<file path="src/rtl/glitch_scheduler.sv">
// Voltage-glitch sequencer: arms on command, triggers on a matching sniffed I2C byte,
// then drives delay / width / gap / repeat timing onto a registered DAC level.
module glitch_scheduler #(
  parameter int              DW        = 8,
  parameter int              CW        = 32,
  parameter logic [DW-1:0]   RST_LEVEL = 8'h00
) (
  input  logic          i_clk,
  input  logic          i_reset,          // asynchronous, active-low
  input  logic          i_arm,
  input  logic          i_abort,
  input  logic [1:0]    i_src_en,
  input  logic [8:0]    i_priv_byte,
  input  logic          i_priv_ready,
  input  logic [8:0]    i_main_byte,
  input  logic          i_main_ready,
  input  logic [7:0]    i_match_byte,
  input  logic [CW-1:0] i_delay,
  input  logic [CW-1:0] i_width,
  input  logic [CW-1:0] i_gap,
  input  logic [7:0]    i_repeats,
  input  logic [DW-1:0] i_glitch_level,
  input  logic [DW-1:0] i_nominal_level,
  output logic [DW-1:0] o_dac_level,
  output logic          o_busy,
  output logic          o_fired,
  output logic          o_done,
  output logic          o_trig_src,
  output logic [7:0]    o_glitch_count,
  output logic [3:0]    o_state
);

  typedef enum logic [3:0] {
    S_IDLE   = 4'd0,
    S_ARMED  = 4'd1,
    S_DELAY  = 4'd2,
    S_GLITCH = 4'd3,
    S_GAP    = 4'd4,
    S_DONE   = 4'd5
  } state_t;

  state_t        r_state, w_state_nxt;
  logic [CW-1:0] r_delay, r_width, r_gap;
  logic [7:0]    r_repeats, r_match;
  logic [1:0]    r_src_en;
  logic [DW-1:0] r_glitch_lvl, r_nom_lvl;
  logic [CW-1:0] r_cnt, w_cnt_nxt;
  logic [DW-1:0] r_dac, w_dac_nxt;
  logic          r_fired, w_fired_nxt;
  logic          r_done, w_done_nxt;
  logic          r_trig_src, w_trig_src_nxt;
  logic [7:0]    r_glitch_count, w_count_nxt;
  logic          w_latch;
  logic          w_go_glitch;

  logic          w_priv_hit, w_main_hit;
  logic [CW-1:0] w_width_eff, w_gap_eff;
  logic [7:0]    w_rep_eff, w_count_inc;

  // Zero-valued loads behave as one so no counter ever wraps.
  assign w_width_eff = (r_width == '0) ? CW'(1) : r_width;
  assign w_gap_eff   = (r_gap == '0) ? CW'(1) : r_gap;
  assign w_rep_eff   = (r_repeats == 8'd0) ? 8'd1 : r_repeats;
  assign w_count_inc = (r_glitch_count == 8'hFF) ? 8'hFF : r_glitch_count + 8'd1;

  assign w_priv_hit = i_priv_ready & r_src_en[0] & (i_priv_byte[8:1] == r_match);
  assign w_main_hit = i_main_ready & r_src_en[1] & (i_main_byte[8:1] == r_match);

  always_comb begin
    w_state_nxt    = r_state;
    w_cnt_nxt      = r_cnt;
    w_dac_nxt      = r_nom_lvl;
    w_fired_nxt    = 1'b0;
    w_done_nxt     = 1'b0;
    w_trig_src_nxt = r_trig_src;
    w_count_nxt    = r_glitch_count;
    w_latch        = 1'b0;
    w_go_glitch    = 1'b0;

    case (r_state)
      S_IDLE: begin
        w_dac_nxt = i_nominal_level;
        if (i_arm && !i_abort) begin
          w_latch     = 1'b1;
          w_count_nxt = 8'd0;
          w_state_nxt = S_ARMED;
        end
      end
      S_ARMED: begin
        if (w_priv_hit || w_main_hit) begin
          w_trig_src_nxt = ~w_priv_hit;
          if (r_delay == '0) begin
            w_go_glitch = 1'b1;
          end else begin
            w_state_nxt = S_DELAY;
            w_cnt_nxt   = r_delay;
          end
        end
      end
      S_DELAY: begin
        if (r_cnt <= CW'(1)) w_go_glitch = 1'b1;
        else                 w_cnt_nxt   = r_cnt - CW'(1);
      end
      S_GLITCH: begin
        w_dac_nxt = r_glitch_lvl;
        if (r_cnt <= CW'(1)) begin
          w_dac_nxt = r_nom_lvl;
          if (r_glitch_count < w_rep_eff) begin
            w_state_nxt = S_GAP;
            w_cnt_nxt   = w_gap_eff;
          end else begin
            w_state_nxt = S_DONE;
            w_done_nxt  = 1'b1;
          end
        end else begin
          w_cnt_nxt = r_cnt - CW'(1);
        end
      end
      S_GAP: begin
        if (r_cnt <= CW'(1)) w_go_glitch = 1'b1;
        else                 w_cnt_nxt   = r_cnt - CW'(1);
      end
      S_DONE: begin
        w_state_nxt = S_IDLE;
      end
      default: begin
        w_state_nxt = S_IDLE;
      end
    endcase

    // Common entry into a glitch pulse from ARMED, DELAY or GAP.
    if (w_go_glitch) begin
      w_state_nxt = S_GLITCH;
      w_cnt_nxt   = w_width_eff;
      w_dac_nxt   = r_glitch_lvl;
      w_fired_nxt = 1'b1;
      w_count_nxt = w_count_inc;
    end

    // Abort overrides everything outside IDLE; the pulse count is kept for inspection.
    if (i_abort && (r_state != S_IDLE)) begin
      w_state_nxt    = S_IDLE;
      w_cnt_nxt      = '0;
      w_dac_nxt      = r_nom_lvl;
      w_fired_nxt    = 1'b0;
      w_done_nxt     = 1'b0;
      w_count_nxt    = r_glitch_count;
      w_trig_src_nxt = r_trig_src;
    end
  end

  always_ff @(posedge i_clk or negedge i_reset) begin
    if (!i_reset) begin
      r_state        <= S_IDLE;
      r_cnt          <= '0;
      r_dac          <= RST_LEVEL;
      r_fired        <= 1'b0;
      r_done         <= 1'b0;
      r_trig_src     <= 1'b0;
      r_glitch_count <= 8'd0;
    end else begin
      r_state        <= w_state_nxt;
      r_cnt          <= w_cnt_nxt;
      r_dac          <= w_dac_nxt;
      r_fired        <= w_fired_nxt;
      r_done         <= w_done_nxt;
      r_trig_src     <= w_trig_src_nxt;
      r_glitch_count <= w_count_nxt;
    end
  end

  always_ff @(posedge i_clk or negedge i_reset) begin
    if (!i_reset) begin
      r_delay      <= '0;
      r_width      <= '0;
      r_gap        <= '0;
      r_repeats    <= 8'd0;
      r_match      <= 8'd0;
      r_src_en     <= 2'b00;
      r_glitch_lvl <= '0;
      r_nom_lvl    <= '0;
    end else if (w_latch) begin
      r_delay      <= i_delay;
      r_width      <= i_width;
      r_gap        <= i_gap;
      r_repeats    <= i_repeats;
      r_match      <= i_match_byte;
      r_src_en     <= i_src_en;
      r_glitch_lvl <= i_glitch_level;
      r_nom_lvl    <= i_nominal_level;
    end
  end

  assign o_dac_level    = r_dac;
  assign o_busy         = (r_state != S_IDLE);
  assign o_fired        = r_fired;
  assign o_done         = r_done;
  assign o_trig_src     = r_trig_src;
  assign o_glitch_count = r_glitch_count;
  assign o_state        = r_state;

endmodule

</file>
<file path="config.mk">
export PLATFORM = sky130hd
export DESIGN_NAME = glitch_scheduler
export DESIGN_NICKNAME = d
export VERILOG_FILES = /design/src/rtl/glitch_scheduler.sv
export SDC_FILE = /design/constraint.sdc
export NUM_CORES = 1
export LEC_CHECK = 0
export CAP_MARGIN = 30
export CORE_ASPECT_RATIO = 1.5
export CORE_MARGIN = 1
export CORE_UTILIZATION = 25
export DETAILED_ROUTE_END_ITERATION = 6
export SETUP_SLACK_MARGIN = 0.5
export SKIP_CTS_REPAIR_TIMING = 1
export SLEW_MARGIN = 20
export SYNTH_ARGS = -nofsm -noshare
export SYNTH_HDL_FRONTEND = slang
export SYNTH_SLANG_ARGS = --single-unit
</file>
<file path="constraint.sdc">
create_clock -name i_clk -period 6.4 [get_ports i_clk]
set_clock_uncertainty 0.1 [all_clocks]
set_input_delay 0.96 -clock i_clk [delete_from_list [all_inputs] [get_ports i_clk]]
set_output_delay 0.96 -clock i_clk [all_outputs]
set_load 0.02 [all_outputs]
</file>
==> impl_metrics.yaml, run 1 <==
place:
  hpwl_um: 24300
  io_buffers: 174
  gp_routability_congestion: 0.877
sta:
  period_share: 0.651
  period_minus_slack_ps: 4160
  slew_violations: 0
  finalSetupTns_ps: 0
  worst_pin_slew_ps: 998
  setup_viol: 0
  rsz0062_at_grt: "no"
  final_hold_viol_count: 0
  slew_headroom: 0.332
  fmax_mhz: 240
die:
  core_region_area_um2: 38400
  pin_count: 178
  die_h_um: 244
  die_w_um: 163
  row_count: 88
  die_area_um2: 39800
  initial_core_util: 0.253
synthesis:
  synth-xor-area-share: 0.0315
  post-synth-top-area-cell: "dfrtp_1"
  syn_inst: 1156
  synth-edff-count: 0
  yosys_warnings: 0
  yosysTopAreaCellShare: 0.473
  ys_types: 66
  synthArstFlopShare: 1.00
  synth_flop_cell: "dfrtp_1"
  postSynthAreaPerCell_um2: 8.43
  ys_seq_elements: 184
  synth_compound_area_frac: 0.143
  synth_top_family_by_area: "simple AND/OR/NAND/NOR gates"
  synth_area_leaders: "dfrtp_1 (47%), nand2_1 (16%), o21ai_0 (2.6%), nor4_1 (2.2%), xnor2_1 (2.2%)"
  synth.net_count: 1320
  synthMuxAreaShare: 0.0159
  synth-simple-area-share: 0.286
  yosysSeqAreaShare: 0.473
  synthesis.area_um2: 9740
  synthTopCellsByCount: "nand2_1 (426), dfrtp_1 (184), nor2_1 (55), o21ai_0 (51), clkbuf_1 (48)"
  synthAdderAreaFrac: 0.0128
  synth.most_common_cell: "nand2_1"
worst_hold_path:
  holdCritPathClass: "register to register"
layout:
  register_area_um2: 4600
  drive_gt1_frac: 0.0580
  multi_input_area_um2: 4800
  nets: 1463
  fillers: 3984
  area_growth_pct: 28.6
pwr:
  total_power_mw: 5.38
  p_leak_nw: 5.61
  p_per_area_nw_per_um2: 430
  vdd_drop_max_v: 0.000227
critical_path:
  critPathMaxFanout: 11
  worstPathRequired_ps: 5340
  endpoint_kind: "primary output"
  worstPathArrival_ps: 3100
  critPathKind: "register to primary output"
  startpoint_type: "register"
clocking:
  numCtsBuffers: 17
  cts_tree: "built"
  insertion_delay_ps: 450
  htreeDepth: 4
  clock_sinks: 184
  root_buffer: "clkbuf_16"
  clk_path_buf_depth: 2
  clk_transition_reported_paths_ps: 70
route:
  via_count: 8881
  first_pass_iters: 5
  avgRoutedWirePerCell_um: 18.1
  via_per_inst: 4.91
  drt_iter0_markers: 663
  drc: 0
  drt_wl_total_um: 32600
  drtAntennaViolNets: 0
grt:
  antenna_found_initial: 3
  grt_usage: 0.170
  grt_start_max_net_pins: 85
  grt_pass1_vias: 9049
  grt_remaining_overflow: 0
  grt_pass1_wl_um: 51100
run:
  maxCapViolCount: 0
status:
  status: "finished, final reports clean"
-- power by group --
part | total [mW] | switching [mW] | internal, mW
clock | 1.04 | 0.465 | 0.578
combinational | 2.15 | 1.26 | 0.885
sequential | 2.19 | 0.535 | 1.66
-- metal layers --
layer / wire [um] / part of all wire / global-route usage
met5: 0 / 0 / 0
met4: 1430 / 0.044 / 0.0902
met3: 1330 / 0.041 / 0.0295
met2: 16600 / 0.51 / 0.290
met1: 13300 / 0.41 / 0.200
-- path summary, 6_finish.rpt --
path	startpoint	end	slack, ps	cells past startpoint
worst max register to register	o_state[0]$_DFFE_PN0P_	o_state[2]$_DFFE_PN0P_	2390	9
max in group asynchronous	i_reset	r_delay[2]$_DFFE_PN0P_	4520	2
min in group asynchronous	i_reset	o_dac_level[0]$_DFF_PN0_	470	1
worst max-delay path	o_state[0]$_DFFE_PN0P_	o_busy	2240	4
worst min register to register	r_src_en[0]$_DFFE_PN0P_	r_src_en[0]$_DFFE_PN0P_	380	2
worst min-delay path	r_src_en[0]$_DFFE_PN0P_	r_src_en[0]$_DFFE_PN0P_	380	2
-- flip-flops by register name, indices dropped and copies added (netlist names) --
name            count
r_nom_lvl           8
r_src_en            2
o_glitch_count      8
o_done              1
o_trig_src          1
r_glitch_lvl        8
r_match             8
r_width            32
o_fired             1
r_cnt              32
r_repeats           8
o_state             3
r_delay            32
o_dac_level         8
r_gap              32
-- cells by family (layout without fill, tap and decap cells) --
logic type / after synthesis / after routing
other: 1 / 4
and+or+nand+nor: 629 / 629
xor gates and xnor gates: 35 / 35
DFF: 184 / 184
AOI/OAI and AO/OA: 201 / 201
adders and majority gates: 10 / 10
buffers and inverters: 81 / 235
muxes: 15 / 15
-- placed cells by master, fill, tap and decap left out, types with 20 or more instances in the layout --
master           count
nand2_1            425
clkdlybuf4s50_1    173
nor2_1              55
nor3_1              30
o21ai_0             51
nor4_1              33
dfrtp_1            184
a21oi_1             33
o31ai_1             20
a22oi_1             23
xnor2_1             24
-- metrics by stage --
step	worst slack, ps	cells	hold WS (ps)	utilization	area (um^2)
6_report	2240	1808	379	0.326	12500
5_1_grt	2090	1808	419	0.326	12500
4_1_cts	2230	1805	386	0.326	12500
3_5_place_dp	2410	1775	367	0.311	12000
3_3_place_gp	2260	1773	362	0.310	11900
2_1_floorplan	3540	1156	337	-	9740
-- layout make-up --
type                       instances  share of cell area
tap                              495              0.0494
inverter                          18             0.00539
multi-input combinational        891               0.383
clock inverter                     8             0.00689
antenna                            3            0.000599
clock buffer                      22              0.0386
sequential                       184               0.368
timing repair buffer             187               0.149
-- worst max-delay path: stages, from the launching register on --
cell	delay [ps]
dfrtp_1	520
or2_2	440
nor2_1	750
inv_1	270
clkdlybuf4s50_1	670
Power figures use the tool's default switching activity.
==> run 2: changes to the inputs <==
- clock period: 6.4 -> 3.95 ns (I/O delays scaled with it)
==> run 2 against run 1 <==
Cell area up 0.82%. Worst hold slack worse by 280 ps. Global-route usage about the same. Sequential share of layout area decreased by 0.30 points. Non-clock buffer count grew 12. Critical endpoint is now r_cnt[14]$_DFFE_PN0P_. Largest cell class unchanged. Highest routed layer unchanged.
==> impl_metrics.yaml, run 2 (same netlist as run 1, synthesis figures left out) <==
critical_path:
  worstPathRequired_ps: 4190
  cp_common_cell: "buf_4"
  path_cells: "nor3_1, nand3_2, nor4_4, and2_1, buf_4, nor2_1, buf_4, o21ai_0, o31ai_1"
  ff2ff_setup_slack_ps: 720
  critPathMaxFanout: 16
  timing.rr.start: "r_cnt[18]$_DFFE_PN0P_"
  r2r_cells: 9
  path_buf_inv: 2
  critPathTopFamily: "simple AND/OR/NAND/NOR gates"
  slowest_delay_ps: 610
  endpoint_kind: "register"
  worstPathArrival_ps: 3470
  cp_slowest_cell: "nor3_1"
  critPathKind: "register to register"
  worst_r2r_endpoint: "r_cnt[14]$_DFFE_PN0P_"
  startpoint_type: "register"
layout:
  post-route-util: 0.329
  area_growth_pct: 29.7
  final_common_cell: "nand2_1"
  final_cell_mix: "nand2_1 (425), dfrtp_1 (184), clkdlybuf4s50_1 (173)"
  fillers: 3964
  drive_gt1_frac: 0.0687
  nets: 1475
  instances_no_fill: 1820
place:
  placedCellCount: 1787
  gp_routability_congestion: 0.911
  pre_cts_slack_ps: 508
  io_buffers: 174
  hpwl_um: 24900
clocking:
  clk_path_buf_depth: 2
  insertion_delay_ps: 460
  htreeDepth: 4
  cts_tree: "built"
  clk_transition_reported_paths_ps: 70
  root_buffer: "clkbuf_16"
  numCtsBuffers: 17
  clock_sinks: 184
route:
  drt_iter0_markers: 619
  first_pass_iters: 5
  drtAntennaViolNets: 0
  drc: 0
  drt_wl_total_um: 33200
  avgRoutedWirePerCell_um: 18.2
  via_per_inst: 4.88
  via_count: 8883
sta:
  period_minus_slack_ps: 3230
  period_share: 0.817
  fmax_mhz: 310
  rsz0062_at_grt: "no"
  worst_pin_slew_ps: 880
  slew_violations: 0
  post-route-worst-setup-slack_ps: 722
  setup_viol: 0
  final_hold_viol_count: 0
  slew_headroom: 0.413
  whs_ps: 95.8
  finalSetupTns_ps: 0
pwr:
  p_per_area_nw_per_um2: 700
  vdd_drop_max_v: 0.000381
  p_leak_nw: 5.67
die:
  die_h_um: 244
  initial_core_util: 0.253
  die_w_um: 163
  row_count: 88
  die_area_um2: 39800
  core_region_area_um2: 38400
  pin_count: 178
run:
  maxCapViolCount: 0
status:
  status: "finished, final reports clean"
grt:
  grt_usage: 0.169
  grt_pass1_vias: 8834
  grt_pass1_wl_um: 50800
  antenna_found_initial: 1
  grt_remaining_overflow: 0
  grt_start_max_net_pins: 109
worst_hold_path:
  holdCritPathClass: "input pin to async pin"
==> run 2: cell types whose count changed in the layout (fill, tap and decap cells not counted), sizes merged <==
cell,before,now
clkinv,2,3
bufinv,1,0
inv,22,26
clkinvlp,1,3
buf,14,26
diode,3,1
clkbuf,22,18
==> run 2: how the worst max path moves through the flow <==
stage,start,endpoint,depth (start not counted),slack (ps)
3_3_place_gp,i_priv_byte[1],r_cnt[4]$_DFFE_PN0P_,8,580
5_1_grt,r_cnt[18]$_DFFE_PN0P_,r_cnt[14]$_DFFE_PN0P_,9,620
6_report,r_cnt[18]$_DFFE_PN0P_,r_cnt[14]$_DFFE_PN0P_,9,720
3_5_place_dp,i_priv_byte[5],r_cnt[4]$_DFFE_PN0P_,8,510
4_1_cts,o_state[1]$_DFFE_PN0P_,o_busy,4,710
2_1_floorplan,o_glitch_count[5]$_DFFE_PN0P_,r_cnt[30]$_DFFE_PN0P_,9,1290
==> run 2: through the flow <==
step | cell area (um^2) | power [mW]
floorplan | 9740 | 5.79
global placement | 12100 | 7.07
detailed placement | 12100 | 7.16
CTS | 12600 | 8.89
global route | 12600 | 9.42
finish | 12600 | 8.84
==> run 2: per-layer routing <==
layer,track usage,vias up,wire length [um]
li1,-,4288,-
met1,0.199,4313,13600
met2,0.299,222,17200
met3,0.0206,60,1080
met4,0.0825,0,1290
met5,0,-,0
==> run 2: area by class of cell <==
type | count | area, um^2 | area share
Antenna cell | 1 | 2.50 | 0.000198
Multi-Input combinational cell | 891 | 4800 | 0.380
Clock buffer | 18 | 439 | 0.0348
Clock inverter | 14 | 131 | 0.0104
Inverter | 18 | 67.6 | 0.00535
Timing Repair Buffer | 199 | 1970 | 0.156
Sequential cell | 184 | 4600 | 0.365
Tap cell | 495 | 619 | 0.0490
==> run 2: worst register-to-register path, delay by kind of cell (launching register included) <==
| family | cells | cell delay, ps |
|---|---|---|
| buffers and inverters | 2 | 510 |
| AO/OA/AOI/OAI | 2 | 320 |
| AND/OR/NAND/NOR | 5 | 1760 |
| flip-flops | 1 | 430 |
==> run 2: power breakdown <==
group / switching (mW) / internal [mW] / leakage, nW
clock network: 0.851 / 0.851 / 0.273
logic: 2.10 / 1.51 / 3.07
registers: 0.852 / 2.68 / 2.33
